<file path="src/rtl/alu_pkg.sv">
// alu_pkg: shared ALU definitions (datapath width, multiplier FSM states)
package alu_pkg;
    localparam int ALU_WIDTH   = 64;
    localparam int MUL_STATE_W = 2;
    typedef enum logic [MUL_STATE_W-1:0] {
        MUL_IDLE = 2'd0,
        MUL_RUN  = 2'd1,
        MUL_FIX  = 2'd2
    } mul_state_t;
endpackage

</file>
<file path="src/rtl/multiplier_seq.sv">
// multiplier_seq: iterative radix-2 shift-add multiplier, signed or unsigned, 2*WIDTH-bit product
// Ports: clk, rst (sync, active-high); start/is_signed/a/b sampled in IDLE;
//        busy high during RUN and FIX; done pulses in FIX with prod_hi/prod_lo valid from then on.
module multiplier_seq
    import alu_pkg::*;
#(
    parameter int WIDTH = ALU_WIDTH
) (
    input  logic             clk,
    input  logic             rst,
    input  logic             start,
    input  logic             is_signed,
    input  logic [WIDTH-1:0] a,
    input  logic [WIDTH-1:0] b,
    output logic             busy,
    output logic             done,
    output logic [WIDTH-1:0] prod_hi,
    output logic [WIDTH-1:0] prod_lo
);
    localparam int CW = $clog2(WIDTH) + 1;

    mul_state_t         state, state_nx;
    logic [WIDTH-1:0]   mag_a, abs_a, abs_b;
    logic [2*WIDTH-1:0] acc, acc_nx, prod;
    logic [WIDTH:0]     sum;
    logic [CW-1:0]      cnt;
    logic               neg, last;

    // Magnitudes of the operands; the most-negative value maps to 2^(WIDTH-1), still representable unsigned.
    assign abs_a = (is_signed & a[WIDTH-1]) ? -a : a;
    assign abs_b = (is_signed & b[WIDTH-1]) ? -b : b;

    always_comb begin
        // Carry of the partial-sum add is kept and shifts into the top bit of the accumulator.
        sum      = {1'b0, acc[2*WIDTH-1:WIDTH]} + (acc[0] ? {1'b0, mag_a} : '0);
        acc_nx   = {sum, acc[WIDTH-1:1]};
        last     = cnt == CW'(WIDTH - 1);
        state_nx = state;
        case (state)
            MUL_IDLE: state_nx = start ? MUL_RUN : MUL_IDLE;
            MUL_RUN:  state_nx = last ? MUL_FIX : MUL_RUN;
            MUL_FIX:  state_nx = MUL_IDLE;
            default:  state_nx = MUL_IDLE;
        endcase
    end

    always_ff @(posedge clk) begin
        if (rst) begin
            state <= MUL_IDLE;
            acc   <= '0;
            cnt   <= '0;
            mag_a <= '0;
            neg   <= 1'b0;
            prod  <= '0;
        end else begin
            state <= state_nx;
            if (state == MUL_IDLE && start) begin
                mag_a <= abs_a;
                neg   <= is_signed & (a[WIDTH-1] ^ b[WIDTH-1]);
                acc   <= {{WIDTH{1'b0}}, abs_b};
                cnt   <= '0;
            end else if (state == MUL_RUN) begin
                acc <= acc_nx;
                cnt <= cnt + 1'b1;
                // Sign fixup is folded into the final iteration so the product is already registered during FIX.
                if (last)
                    prod <= neg ? -acc_nx : acc_nx;
            end
        end
    end

    assign busy    = state != MUL_IDLE;
    assign done    = state == MUL_FIX;
    assign prod_hi = prod[2*WIDTH-1:WIDTH];
    assign prod_lo = prod[WIDTH-1:0];
endmodule
</file>
<file path="config.mk">
export PLATFORM = sky130hd
export DESIGN_NAME = multiplier_seq
export DESIGN_NICKNAME = d
export VERILOG_FILES = /design/src/rtl/alu_pkg.sv /design/src/rtl/multiplier_seq.sv
export SDC_FILE = /design/constraint.sdc
export NUM_CORES = 1
export LEC_CHECK = 0
export BUFFER_PORTS_ARGS = -buffer_cell sky130_fd_sc_hd__buf_4
export CORE_UTILIZATION = 40
export CTS_CLUSTER_SIZE = 40
export DETAILED_ROUTE_END_ITERATION = 7
export PLACE_DENSITY = 0.64
export SLEW_MARGIN = 0
export SYNTH_ARGS = -nofsm -noshare
export SYNTH_HDL_FRONTEND = slang
export SYNTH_SLANG_ARGS = --single-unit
</file>
<file path="constraint.sdc">
create_clock -name clk -period 13.55 [get_ports clk]
set_clock_uncertainty 0.1 [all_clocks]
set_input_delay 2.71 -clock clk [delete_from_list [all_inputs] [get_ports clk]]
set_output_delay 2.71 -clock clk [all_outputs]
set_load 0.05 [all_outputs]
</file>
# Word-level counts from Yosys, hierarchy flattened

Cells that the tools add are included.

Bitwise logic cells: 5
$add $sub $neg: 5
Reduce and logical (&&, ||, !) cells: 6
Muxes and demuxes: 9
Eq/ne operators: 3

Operators with widths:

| operator                                                         | number |
|---|---|
| 64-bit two-way mux                                               | 5 |
| 128-bit two-way mux                                              | 1 |
| 128-bit negator                                                  | 1 |
| 64-bit negator                                                   | 2 |
| 64-bit by 64-bit adder with 65-bit output                        | 1 |
| 7-bit by 1-bit adder with 7-bit output (second input constant)   | 1 |
| 7-bit by 6-bit == test with 1-bit output (second input constant) | 1 |
| 2-bit case mux with 2 select lines                               | 1 |
| 2-bit nonzero test                                               | 2 |
| 1-bit bitwise AND                                                | 3 |
| 3-bit AND reduction                                              | 1 |
| 2-bit by 1-bit == test with 1-bit output (second input constant) | 1 |
| 2-bit == test (second input constant)                            | 1 |
| 2-bit zero test                                                  | 1 |
| 2-bit two-way mux                                                | 1 |
| 2-bit OR reduction                                               | 1 |
| 1-bit logical AND                                                | 1 |
| 1-bit two-way mux                                                | 1 |
| 1-bit NOT                                                        | 1 |
| 1-bit XOR                                                        | 1 |

Register bits after elaboration: 330
Logic and storage cells: 35

# Logic depth before layout (Yosys ltp)

Depth in word-level cells: 4
Mapped depth: 18
Mapped depth without buffers: 16

# Worst setup path after synthesis

No wires, ideal clock.

Kind: input-to-reg
From: in b[12]
To: reg acc[58]
Path slack: 7.729 ns
Data arrival time: 5.630 ns
Cell stages on the path: 13
Path buffers: 1
Path through: or4_1 > nor4_1 > nand4b_1 > or3_1 > or2_2 > nor2_1 > and3_1 > clkbuf_1 > nand2_1 > o21ai_0 > xnor2_1 > nor2_1 > a311oi_1

Word-level cells in the longest chain between the ends: 3

RTL lines:

| what                   | RTL line             | RTL |
|---|---|---|
| start: declaration     | multiplier_seq.sv:14 | `input logic [WIDTH-1:0] b,` |
| 64-bit negator         | multiplier_seq.sv:31 | `assign abs_b = (is_signed & b[WIDTH-1]) ? -b : b;` |
| 64-bit two-way mux     | multiplier_seq.sv:31 |  |
| 64-bit two-way mux     | multiplier_seq.sv:57 | `if (state == MUL_IDLE && start) begin` |
| end signal: assignment | multiplier_seq.sv:60 | `acc <= {{WIDTH{1'b0}}, abs_b};` |
| end signal: assignment | multiplier_seq.sv:63 | `acc <= acc_nx;` |
| end: declaration       | multiplier_seq.sv:24 | `logic [2*WIDTH-1:0] acc, acc_nx, prod;` |

Every way passes these cells.
A chain may end at the register's enable or synchronous reset.

# Worst setup path in the final report

From: reg acc[0]
To: reg prod[122]

Word-level cells in the longest chain between the ends: 4

RTL lines:

| what                                        | RTL line             | RTL |
|---|---|---|
| 64-bit two-way mux *                        | multiplier_seq.sv:35 | `sum = {1'b0, acc[2*WIDTH-1:WIDTH]} + (acc[0] ? {1'b0, mag_a} : '0);` |
| 64-bit by 64-bit adder with 65-bit output * | multiplier_seq.sv:35 |  |
| 128-bit negator                             | multiplier_seq.sv:67 | `prod <= neg ? -acc_nx : acc_nx;` |
| 128-bit two-way mux *                       | multiplier_seq.sv:67 |  |
| end signal: assignment                      | multiplier_seq.sv:67 |  |
| end: declaration                            | multiplier_seq.sv:24 |  |

Every way passes the cells marked *; elsewhere a longest branch is shown, timed or not.

==> impl_metrics.py <==
metrics = {
    "timing": {
        "setup_ws_ps": 7456,
        "slew_headroom_pct": 20.34,
        "worstMarginPinSlew_ps": 1188,
        "finalMaxSlewViolations": 0,
        "hold_viol": 0,
        "fmax_mhz": 164.1,
        "timing.hold.ws_ps": 348.2,
        "setup_violations": 0,
        "setup_tns_ps": 0,
        "finalCritPeriodShare_pct": 44.97,
        "period_needed_ps": 6094,
        "rsz0062_at_grt": "no",
    },
    "cts": {
        "cts_hold_buf": 0,
        "cts_root_buf": "clkbuf_16",
        "clk_pin_slew_ps": 70,
        "clkSinkCount": 330,
        "clock_latency_ps": 590,
        "post_cts_resized": 0,
        "post_cts_buffers": 0,
        "cts_tree": "yes",
        "clock_path_buffers": 3,
        "cts_made_buffers": 40,
        "htreeDepth": 2,
    },
    "synth": {
        "yosys-top-cells-area": "dfxtp_1, nand2_1, xor2_1",
        "syn-cell-area_um2": 22800,
        "syn-mean-instance-area_um2": 7.376,
        "synth_enable_flop_cells": 0,
        "ys_types": 91,
        "ys_ff_latch": 330,
        "yosys_most_used_dff": "dfxtp_1",
        "synth_top_area_share_pct": 28.97,
        "synthCells": 3091,
        "synth_warnings": 0,
        "synth_nets": 3292,
        "synth_seq_area_share_pct": 28.97,
        "synth_top_area_cell": "dfxtp_1",
        "synthArstFlopShare_pct": 0,
    },
    "die": {
        "dieArea_um2": 57960,
        "start_util_pct": 40.44,
        "pin_count": 262,
        "die_h_um": 240.8,
        "fp.dieW_um": 240.8,
        "rows": 87,
        "core_region_area_um2": 56390,
    },
    "drt": {
        "antenna_left": 0,
        "drt-vias-per-instance": 5.832,
        "dr.pass1.iters": 5,
        "wl_mm": 81.05,
        "drt-wirelength-per-cell_um": 20.22,
        "vias": 23380,
        "drc_errors": 0,
        "drt_iter0_drc": 2146,
    },
    "setup_path": {
        "arrival_ps": 6450,
        "cp-start-kind": "flop",
        "crit_buf_inv": 2,
        "critical-path-top-delay-family": "compound AO/OA/AOI/OAI gates",
        "required_ps": 13900,
        "path_class": "flop to flop",
        "crit_fanout": 56,
        "cp_slowest_cell": "a211oi_1",
        "rr_startpoint": "acc[0]$_SDFFE_PP0P_",
        "startpoint": "acc[0]$_SDFFE_PP0P_",
        "slowest_delay_ps": 960,
        "path_cells": "buf_4 > and2_1 > ha_1 > inv_1 > fa_1 > nand2b_1 > a211oi_2 > o211ai_1 > a21boi_1 > o21a_1 > o21ai_0 > a211oi_1 > nand3_1 > or4_1 > o31a_1 > a31oi_1 > a21oi_1",
        "cp-end-kind": "flop",
    },
    "placed_design": {
        "dp_slack_ps": 7147,
        "place_congestion": 0.9623,
        "placed_area_um2": 25180,
        "hpwl_mm": 62.75,
        "numPortBuffers": 261,
    },
    "final_layout": {
        "final_cell_area_um2": 26540,
        "ff_latch_area_um2": 6610,
        "fillers": 5791,
        "multi_input_area_um2": 15280,
        "final_cell_mix": "nand2_1, nor2_1, dfxtp_1",
        "area_delta_synth_final_pct": 16.41,
        "drive_above_1_share_pct": 13.04,
        "mostFrequentLayoutCell": "nand2_1",
        "final_nets": 3422,
    },
    "power": {
        "total_leakage_power_nw": 9.917,
        "power_mw": 2.565,
        "powerDensity_nw_per_um2": 96.65,
        "ir_drop_mv": 0.08949,
    },
    "min_path": {
        "worstHoldStart": "mag_a[54]$_SDFFE_PP0P_",
        "min_path_type": "flop to flop",
    },
    "global_routing": {
        "antenna_found_initial": 2,
        "grt.total_usage_pct": 27.12,
        "grt_overflow": 0,
        "grt_max_degree": 101,
        "grt_pass1_wl_mm": 123.3,
        "grt_pass1_vias": 20580,
    },
    "run": {
        "maxCapViolCount": 0,
    },
    "run_status": {
        "outcome": "completed",
    },
}
## metrics by stage
| step | utilization [%] | cells |
|---|---|---|
| 2_1_floorplan | - | 3091 |
| 3_3_place_gp | 44.66 | 3935 |
| 3_5_place_dp | 44.66 | 3935 |
| 4_1_cts | 47.06 | 4007 |
| 5_1_grt | 47.07 | 4009 |
| 6_report | 47.07 | 4009 |
## worst paths after layout
kind,endpoint,slack (ps),cells past startpoint
setup / recovery,prod[122]$_SDFFE_PP0P_,7460,17
setup reg to reg,prod[122]$_SDFFE_PP0P_,7460,17
hold reg to reg,mag_a[54]$_SDFFE_PP0P_,350,2
hold / removal,mag_a[54]$_SDFFE_PP0P_,350,2
## routing by layer
metal	vias up	wire length [um]	GRT usage [%]
met1	10970	39960	41.77
met4	0	1656	6.540
met3	117	5980	3.866
met5	-	0	0
li1	11420	-	-
met2	872	33460	38.97
## final cells by class
cell class / count / area share [%]
Clock inverter: 18 / 0.7165
Antenna cell: 2 / 0.01886
Sequential cell: 330 / 24.90
Clock buffer: 54 / 4.384
Tap cell: 756 / 3.564
Inverter: 42 / 0.5940
Timing Repair Buffer: 291 / 8.254
Multi-Input combinational cell: 2516 / 57.56
## synthesized netlist by cell type (8+ instances only)
cell type,count
nand2_1,455
nor2_1,384
dfxtp_1,330
a21oi_1,237
clkbuf_1,177
xor2_1,169
a211oi_1,159
o21ai_0,148
xnor2_1,101
and2_1,87
a311oi_1,76
ha_1,68
or3_1,59
nor3_1,57
o31ai_1,55
inv_1,42
nand3_1,37
nand4_1,37
nor4_1,31
o41ai_1,31
a21o_1,26
or2_2,20
or4_1,20
a31oi_1,19
nand2b_1,19
and3_1,18
buf_1,16
o21a_1,13
o211ai_1,12
mux2i_1,10
o21ai_1,10
a221oi_1,9
nor2b_1,9
nand4b_1,8
## flip-flops by register name, indices dropped and copies added, names as in the netlist
name,count
acc,128
cnt,7
mag_a,64
neg,1
prod,128
state,2
## tightest hold or removal path: cells and delay by family, from the launching register on
kind	cells	cell delay [ps]
AO/OA/AOI/OAI	1	50
flip-flops	1	300
AND/OR/NAND/NOR	1	50
## logic make-up (layout without fill, tap and decap cells)
logic type	Yosys count	count (layout)	share of synthesized area, %
AO/OA/AOI/OAI	866	866	25.23
adder cells (fa/ha/maj)	69	69	3.819
buffers and inverters	245	405	4.182
flip-flops	330	330	28.97
XOR/XNOR	270	270	10.37
AND/OR/NAND/NOR	1297	1297	26.78
multiplexers	14	14	0.6366
other	0	2	0
## where the power goes
part | total, mW | internal, mW | switching, mW
registers | 1.06 | 1.01 | 0.0469
logic | 0.406 | 0.150 | 0.256
clock network | 1.10 | 0.645 | 0.459
Power figures use the tool's default switching activity.
